==> config.mk <==
export PLATFORM = sky130hd
export DESIGN_NAME = branch_resolve
export DESIGN_NICKNAME = d
export VERILOG_FILES = /design/src/rtl/branch_resolve_pkg.sv /design/src/rtl/branch_upd_fifo.sv /design/src/rtl/branch_resolve.sv
export SDC_FILE = /design/constraint.sdc
export NUM_CORES = 1
export LEC_CHECK = 0
export CAP_MARGIN = 30
export CORE_ASPECT_RATIO = 0.5
export CORE_UTILIZATION = 30
export CTS_CLUSTER_SIZE = 28
export DETAILED_ROUTE_END_ITERATION = 7
export PLACE_DENSITY = 0.57
export SYNTH_ARGS = -nofsm -noshare
export SYNTH_HDL_FRONTEND = slang
export SYNTH_SLANG_ARGS = --single-unit
==> constraint.sdc <==
create_clock -name clk -period 3 [get_ports clk]
set_input_delay 0.3 -clock clk [delete_from_list [all_inputs] [get_ports clk]]
set_output_delay 0.3 -clock clk [all_outputs]
set_load 0.03 [all_outputs]
==> src/rtl/branch_resolve_pkg.sv <==
// Types and constants shared by the branch predictor and the M-stage resolver.
package branch_resolve_pkg;

  localparam int unsigned PC_W = 32;
  localparam logic [PC_W-1:0] DELAY_SLOT_OFS = 32'd8;

  typedef enum logic [1:0] {
    IDLE  = 2'b00,
    REDIR = 2'b01
  } brState_t;

  typedef struct packed {
    logic [PC_W-1:0] pc;
    logic            take;
  } updRec_t;

  // Restart address for a wrongly-predicted-taken branch: skip the delay slot.
  function automatic logic [PC_W-1:0] fallThroughPc(input logic [PC_W-1:0] pc);
    return pc + DELAY_SLOT_OFS;
  endfunction

endpackage

==> src/rtl/branch_upd_fifo.sv <==
// Synchronous FIFO of predictor-training records; head is read from registered storage.
module branch_upd_fifo
  import branch_resolve_pkg::*;
#(
  parameter int unsigned DEPTH = 4
) (
  input  logic    clk,
  input  logic    resetn,
  input  logic    push,
  input  updRec_t pushData,
  input  logic    pop,
  output updRec_t head,
  output logic    full,
  output logic    empty
);

  localparam int unsigned PTR_W = $clog2(DEPTH);
  localparam int unsigned OCC_W = PTR_W + 1;

  updRec_t          mem [DEPTH];
  logic [PTR_W-1:0] wrPtr;
  logic [PTR_W-1:0] rdPtr;
  logic [OCC_W-1:0] occ;
  logic             doPush;
  logic             doPop;

  assign full   = (occ == OCC_W'(DEPTH));
  assign empty  = (occ == '0);
  assign doPush = push & ~full;
  assign doPop  = pop & ~empty;
  // Zero the head when empty so the record outputs read 0 out of reset.
  assign head   = empty ? '0 : mem[rdPtr];

  always_ff @(posedge clk or negedge resetn) begin
    if (!resetn) begin
      wrPtr <= '0;
      rdPtr <= '0;
      occ   <= '0;
    end else begin
      if (doPush) wrPtr <= wrPtr + PTR_W'(1);
      if (doPop)  rdPtr <= rdPtr + PTR_W'(1);
      case ({doPush, doPop})
        2'b10:   occ <= occ + OCC_W'(1);
        2'b01:   occ <= occ - OCC_W'(1);
        default: occ <= occ;
      endcase
    end
  end

  // Storage needs no reset; validity is tracked by occ.
  always_ff @(posedge clk) begin
    if (doPush) mem[wrPtr] <= pushData;
  end

endmodule

==> src/rtl/branch_resolve.sv <==
// M-stage branch resolution: mispredict redirect/flush, training-record queue, perf counters.
module branch_resolve
  import branch_resolve_pkg::*;
#(
  parameter int unsigned UPD_DEPTH = 4,
  parameter int unsigned CNT_W     = 32
) (
  input  logic             clk,
  input  logic             resetn,
  input  logic             branchM,
  input  logic             stallM,
  input  logic             pred_takeM,
  input  logic             actual_takeM,
  input  logic [PC_W-1:0]  pcM,
  input  logic [PC_W-1:0]  targetM,
  output logic             redirect_valid,
  output logic [PC_W-1:0]  redirect_pc,
  input  logic             redirect_ready,
  output logic             flush_o,
  output logic             stall_o,
  output logic             upd_valid,
  output logic [PC_W-1:0]  upd_pc,
  output logic             upd_take,
  input  logic             upd_ready,
  output logic [CNT_W-1:0] branch_cnt,
  output logic [CNT_W-1:0] mispred_cnt
);

  localparam logic [CNT_W-1:0] CNT_MAX = '1;

  brState_t        state;
  brState_t        stateNext;
  logic            fifoFull;
  logic            fifoEmpty;
  logic            resolve;
  logic            mispred;
  logic [PC_W-1:0] redirSel;
  updRec_t         pushRec;
  updRec_t         headRec;

  // Stall depends only on registered state, never on this cycle's inputs.
  assign stall_o        = (state == REDIR) | fifoFull;
  assign redirect_valid = (state == REDIR);
  assign resolve        = branchM & ~stallM & ~stall_o;
  assign mispred        = resolve & (pred_takeM ^ actual_takeM);
  assign redirSel       = actual_takeM ? targetM : fallThroughPc(pcM);

  assign pushRec.pc   = pcM;
  assign pushRec.take = actual_takeM;
  assign upd_valid    = ~fifoEmpty;
  assign upd_pc       = headRec.pc;
  assign upd_take     = headRec.take;

  branch_upd_fifo #(
    .DEPTH (UPD_DEPTH)
  ) u_updFifo (
    .clk      (clk),
    .resetn   (resetn),
    .push     (resolve),
    .pushData (pushRec),
    .pop      (upd_valid & upd_ready),
    .head     (headRec),
    .full     (fifoFull),
    .empty    (fifoEmpty)
  );

  always_ff @(posedge clk or negedge resetn) begin
    if (!resetn) state <= IDLE;
    else         state <= stateNext;
  end

  always_comb begin
    stateNext = state;
    case (state)
      IDLE:    if (mispred)        stateNext = REDIR;
      REDIR:   if (redirect_ready) stateNext = IDLE;
      default:                     stateNext = IDLE;
    endcase
  end

  // Flush pulse and redirect target are captured on the resolving edge.
  always_ff @(posedge clk or negedge resetn) begin
    if (!resetn) begin
      flush_o     <= 1'b0;
      redirect_pc <= '0;
    end else begin
      flush_o <= mispred;
      if (mispred) redirect_pc <= redirSel;
    end
  end

  always_ff @(posedge clk or negedge resetn) begin
    if (!resetn) begin
      branch_cnt  <= '0;
      mispred_cnt <= '0;
    end else begin
      if (resolve && (branch_cnt != CNT_MAX))  branch_cnt  <= branch_cnt + CNT_W'(1);
      if (mispred && (mispred_cnt != CNT_MAX)) mispred_cnt <= mispred_cnt + CNT_W'(1);
    end
  end

endmodule

Word level (Yosys, flattened, before mapping)
Memory sizes are Yosys's and may differ from the RTL's.
Index checks and enable logic that the tools add are counted.
{"block": "totals", "regBits": 106, "latch_bits": 0, "ram_bits": 132, "romBits": 0, "inputBits": 72, "mem_count": 1}
{"name": "u_updFifo.mem", "words": 4, "width": 33, "read_ports": 1, "rd_clocked_by_memory_dff": 0, "write_ports": 1, "line_no": "branch_upd_fifo.sv:20", "rtl": "updRec_t mem [DEPTH];"}
{"block": "op_classes", "addsub": 7, "n_mul": 0, "div": 0, "magnitude_cmp": 0, "eq_ne": 8, "shift": 0, "n_mux": 8, "bitwise": 12, "reduce_logical": 6}
{"cell": "32-bit by 1-bit adder with 32-bit output, second input constant", "count": 2}
{"cell": "32-bit inequality test, second input constant", "count": 2}
{"cell": "33-bit two-way mux", "count": 1}
{"cell": "32-bit by 4-bit adder with 32-bit output, second input constant", "count": 1}
{"cell": "32-bit two-way mux", "count": 1}
{"cell": "1-bit bitwise AND", "count": 6}
{"cell": "3-bit one-hot mux with 2 select lines", "count": 1}
{"cell": "2-bit by 1-bit adder with 2-bit output, second input constant", "count": 2}
{"cell": "2-bit by 1-bit == test with 1-bit output, second input constant", "count": 2}
{"cell": "2-bit two-way mux", "count": 2}
{"cell": "1-bit NOT", "count": 4}
{"cell": "2-bit one-hot mux with 2 select lines", "count": 1}
{"cell": "3-bit by 1-bit adder with 3-bit output, second input constant", "count": 1}
{"cell": "3-bit == test, second input constant", "count": 1}
{"cell": "3-bit zero test", "count": 1}
{"cell": "3-bit by 1-bit subtractor with 3-bit output, second input constant", "count": 1}
{"cell": "2-bit == test, second input constant", "count": 1}
{"cell": "1-bit logical AND", "count": 2}
{"cell": "2-bit zero test", "count": 1}
{"cell": "1-bit two-way mux", "count": 2}
{"cell": "2-bit by 1-bit inequality test with 1-bit output, second input constant", "count": 1}
{"cell": "2-bit inequality test, second input constant", "count": 1}
{"cell": "2-bit AND reduction", "count": 1}
{"cell": "2-bit nonzero test", "count": 1}
{"cell": "other kinds (2)", "count": 2}

Depth between registers and ports, before layout
{"block": "logic_depth", "depth_word": 7, "depth_mapped": 10, "ltp_nobuf": 9}

By module
From an unflattened synthesis, not the netlist that was laid out.
{"block": "unflattened", "hier_cells": 801, "hier_area_um2": 10709.0}
{"mod": "branch_upd_fifo", "n_inst": 1, "cells_each": 247, "area_each_um2": 5451.5, "seq_area_each_um2": 4139.0}
{"mod": "branch_resolve", "n_inst": 1, "cells_each": 554, "area_each_um2": 5257.5, "seq_area_each_um2": 2452.4}

Worst setup path after synthesis
Ideal clock, no wire load.
{"block": "synth_timing", "kind": "register to register", "start": "register u_updFifo.occ[0]", "end": "register u_updFifo.occ[2]", "setup_time_ps": 79, "t_arrival_ps": 2136, "path_slack_ps": 785, "stages_incl_launch_ff": 11, "path_buffers": 1, "path_cell_list": "dfrtp_1 or3b_1 and2_1 buf_6 inv_4 ha_1 inv_1 fa_1 xor2_1 nor2_1 xor2_1"}
{"block": "synth_via", "elab_chain_cells": 7, "elab_cells_between_ends": 16, "classes_between": "add/sub: 2; eq/ne: 3; mux: 1; bitwise: 8; reduce/logical: 2"}
{"element": "start, declared", "line_no": "branch_upd_fifo.sv:23", "rtl": "logic [OCC_W-1:0] occ;"}
{"element": "start signal, assigned", "line_no": "branch_upd_fifo.sv:43", "rtl": "2'b10: occ <= occ + OCC_W'(1);"}
{"element": "start signal, assigned", "line_no": "branch_upd_fifo.sv:44", "rtl": "2'b01: occ <= occ - OCC_W'(1);"}
{"element": "3-bit == test", "line_no": "branch_upd_fifo.sv:27", "rtl": "assign full = (occ == OCC_W'(DEPTH));"}
{"element": "1-bit bitwise OR", "line_no": "branch_resolve.sv:42", "rtl": "assign stall_o = (state == REDIR) | fifoFull;"}
{"element": "1-bit NOT", "line_no": "branch_resolve.sv:44", "rtl": "assign resolve = branchM & ~stallM & ~stall_o;"}
{"element": "1-bit bitwise AND", "line_no": "branch_resolve.sv:44"}
{"element": "1-bit bitwise AND", "line_no": "branch_upd_fifo.sv:29", "rtl": "assign doPush = push & ~full;"}
{"element": "2-bit by 1-bit == test with 1-bit output / 2-bit == test (equally long branches)", "line_no": "branch_upd_fifo.sv:42", "rtl": "case ({doPush, doPop})"}
{"element": "3-bit one-hot mux with 2 select lines / 2-bit nonzero test (equally long branches)"}
Parallel ways exist; a longest one is shown, timed or not.
A chain may end at the register's enable or synchronous reset.

Worst setup path in the final report
{"block": "layout_timing", "start": "register u_updFifo.rdPtr[0]", "end": "output upd_pc[30]"}
{"block": "layout_via", "elab_chain_cells": 2}
{"element": "start, declared", "line_no": "branch_upd_fifo.sv:22", "rtl": "logic [PTR_W-1:0] rdPtr;"}
{"element": "start signal, assigned", "line_no": "branch_upd_fifo.sv:41", "rtl": "if (doPop) rdPtr <= rdPtr + PTR_W'(1);"}
{"element": "memory read 4 x 33 bit"}
{"element": "33-bit two-way mux", "line_no": "branch_upd_fifo.sv:32", "rtl": "assign head = empty ? '0 : mem[rdPtr];"}
{"element": "end, declared", "line_no": "branch_resolve.sv:22", "rtl": "output logic [PC_W-1:0] upd_pc,"}
Every way passes these cells.

==> out/qor.csv <==
stage;metric;value;unit
timing;max_slew_margin;53.5;%
global_route;antenna_found_initial;0;
timing;clock.fmax;352;MHz
clocking;clock_path_buffers;3;
setup_path;reg2reg_from;u_updFifo.occ[0];
synth;synth_edf_count;132;
synth;synth_top_cell_area_share;37.6;%
timing;finalHoldViolCount;0;
cells_and_area;area_growth;33.2;%
synth;ys.flop_type;edfxtp_1;
setup_path;reg2regPathDepth;9;
floorplan;num_rows;48;
synth;yosys-top-cells-area;edfxtp_1, dfrtp_1, mux4_2;
timing;worstMarginPinSlew;0.692;ns
power;combPwrFrac;39.3;%
timing;drv_slew;0;
clocking;cts_tree;done;
setup_path;reg2reg_slack;0.64;ns
setup_path;max_stage_delay;0.60;ns
floorplan;die_w;267;um
placement;placed_cell_area;13300;um2
detailed_routing;dr.pass1.iters;8;
floorplan;die_h;135;um
placement;port-buffer-count;204;
placement;gp_congestion;0.842;
floorplan;dieArea;35900;um2
cells_and_area;n_antenna_cell;0;
power;p_int;0.00766;W
detailed_routing;drcViolationCount;4;
cells_and_area;utilization;40.7;%
placement;placed_cells;1428;
global_route;gr-total-overflow;0;
setup_path;end_kind;primary output;
power;p_seq_share;36.2;%
run_status;status;finished, violations left;
worst_hold_path;min_path_cells;3;
global_route;grt_max_degree;60;
power;switching_power;0.00411;W
cells_and_area;multiInputGateArea;3760;um2
power;p_per_area;838;nW/um2
floorplan;core;34500;um2
power;vdd_drop_max;370;uV
cells_and_area;final_cells;1474;
setup_path;crit_arrival;2.54;ns
synth;avgSynthCellArea;14.0;um2
power;clockPowerShare;24.6;%
synth;yosys.area.top_type;edfxtp_1;
clocking;clkLatencyLatePin;0.52;ns
worst_hold_path;min_path_type;in2reg;
detailed_routing;num_vias;7075;
cells_and_area;nets;1063;
timing;setup_violations;0;
synth;synth_common_cells;edfxtp_1, dfrtp_1, xnor2_1, nand2_1, and2_1;
timing;fin_worst_skew;0.0187;ns
floorplan;initial_utilization;30.5;%
worst_hold_path;min_from;actual_takeM;
setup_path;slowest_stage;clkdlybuf4s50_1;
detailed_routing;vias_per_cell;4.80;
synth;ys_ff_latch;237;
cells_and_area;regArea;6590;um2
synth;seq_area_frac_synth;62.5;%
setup_path;worst_ep_required_time;2.70;ns
setup_path;path_class;reg2out;
cells_and_area;fin_area;14000;um2
timing;fin_tns_setup;0;ns
synth;synth_area;10500;um2
synth;synth_warnings;0;
clocking;clkSinkCount;237;
global_route;grt_pass1_wl;42700;um
synth;syn_inst;755;
setup_path;reg2reg_to;u_updFifo.occ[2];
clocking;cts.clk_slew.worst_paths;0.06;ns
run;maxCapViolations;0;
power;p_leak;5.18;nW
cells_and_area;drive_above_1_share;12.2;%
detailed_routing;wl;27700;um
synth;post-synth-top-count-cell;edfxtp_1;
clocking;cts-htree-levels;1;
synth;synth_async_sr_flop_share;44.3;%
detailed_routing;ant_nets;0;
global_route;track_usage;15.3;%
detailed_routing;wl_per_cell;18.8;um
synth;synth_fp_nets;836;
timing;rsz0062_at_grt;no;
placement;place_ws;0.480;ns
floorplan;io_pins;205;
clocking;cts_buffers;24;
timing;finalCritPeriodShare;94.6;%
setup_path;crit_chain;buf_12 -> mux4_2 -> and2_1 -> clkdlybuf4s50_1;
setup_path;crit_fanout;20;
run_status;violations;DRC;
worst_hold_path;hold_end;redirect_pc[0];
placement;dp_hpwl;19400;um
setup_path;startpoint_type;flop;
global_route;grt_pass1_vias;7298;
cells_and_area;fillers;3211;
power;swShare;34.9;%
timing;period_needed;2.84;ns
detailed_routing;drtIter0Drc;408;
synth;synth_cell_types;57;
timing;setup_slack;0.161;ns
clocking;root_buffer;clkbuf_16;
[cell type report]
class / instances / area share, %
repair buffers: 231 / 16.2
well taps: 475 / 4.23
clock inverters: 6 / 0.428
multi-input cells: 471 / 26.8
clock buffers: 37 / 4.92
flip-flops and latches: 237 / 46.9
inverters: 17 / 0.472
[stage by stage]
step / hold slack [ns] / total power [W]
after global routing: 0.207 / 0.0123
after global placement: 0.361 / 0.00894
after floorplan: 0.00441 / 0.00696
after detailed placement: 0.362 / 0.00898
final: 0.214 / 0.0118
after CTS: 0.179 / 0.0119
[critical path, delay by kind of cell, from the launching register on]
family	cells	cell delay [ns]
buffers and inverters	2	0.83
muxes	1	0.56
DFF	1	0.44
and+or+nand+nor	1	0.18
[placed cells by master, fill, tap and decap left out, drive strengths merged, types with 3 or more instances in the layout]
master | netlist | layout
clkdlybuf4s50 | 0 | 202
edfxtp | 132 | 132
dfrtp | 105 | 105
xnor2 | 55 | 55
nand2 | 48 | 48
and2 | 40 | 40
nand3 | 38 | 38
clkbuf | 16 | 37
xor2 | 35 | 35
mux4 | 33 | 33
nand4 | 31 | 31
buf | 14 | 28
and3 | 26 | 26
nor2 | 25 | 25
o21ai | 24 | 24
a21oi | 19 | 19
inv | 17 | 17
nor3 | 17 | 17
and4 | 11 | 11
nor4 | 9 | 9
mux2i | 8 | 8
o22ai | 8 | 8
ha | 8 | 8
mux2 | 5 | 5
o211ai | 3 | 3
clkinv | 0 | 3
or3 | 3 | 3
a31oi | 3 | 3
a41oi | 3 | 3
[registers in the layout, summed over array words and instances, names as in the netlist]
name / flops
mispred_cnt: 32
flush_o: 1
u_updFifo.occ: 3
branch_cnt: 32
u_updFifo.mem: 132
u_updFifo.wrPtr: 2
u_updFifo.rdPtr: 2
state: 1
redirect_pc: 32
[layer usage]
metal / vias to the layer above / global-route usage [%] / part of all wire [%]
met2: 126 / 27.1 / 52
li1: 3261 / - / -
met4: 0 / 3.74 / 2.2
met3: 42 / 2.53 / 3.6
met1: 3646 / 19.6 / 43
met5: - / 0 / 0
[worst max path at each step]
stage	from	endpoint	cells past startpoint
after floorplan	u_updFifo.occ[0]	u_updFifo.occ[2]	10
after global placement	pcM[14]	redirect_pc[20]	7
after detailed placement	pcM[6]	redirect_pc[20]	7
after CTS	u_updFifo.rdPtr[0]	upd_pc[30]	4
after global routing	u_updFifo.rdPtr[0]	upd_pc[30]	4
final	u_updFifo.rdPtr[0]	upd_pc[30]	4
[power groups by stage]
stage	combinational (W)	clock, W	sequential [W]
after floorplan	0.00216	0	0.00480
after global placement	0.00463	0	0.00431
after detailed placement	0.00465	0	0.00433
after CTS	0.00468	0.00298	0.00428
after global routing	0.00490	0.00310	0.00432
final	0.00462	0.00289	0.00426
[kinds of logic after synthesis]
group	share of synthesized area (%)
compound gates	4.31
xor+xnor	7.48
fa+ha+maj	1.14
buf+inv	1.90
flops	62.5
mux	8.34
simple gates	14.3
[repair_timing]
item	CTS	global route
buffers inserted	0	2
endpoints found under the hold margin	46	0
gates resized for setup	1	0
hold buffers	1	0
setup endpoints to repair	19	14
No activity file was read; power rests on OpenSTA's default activity.
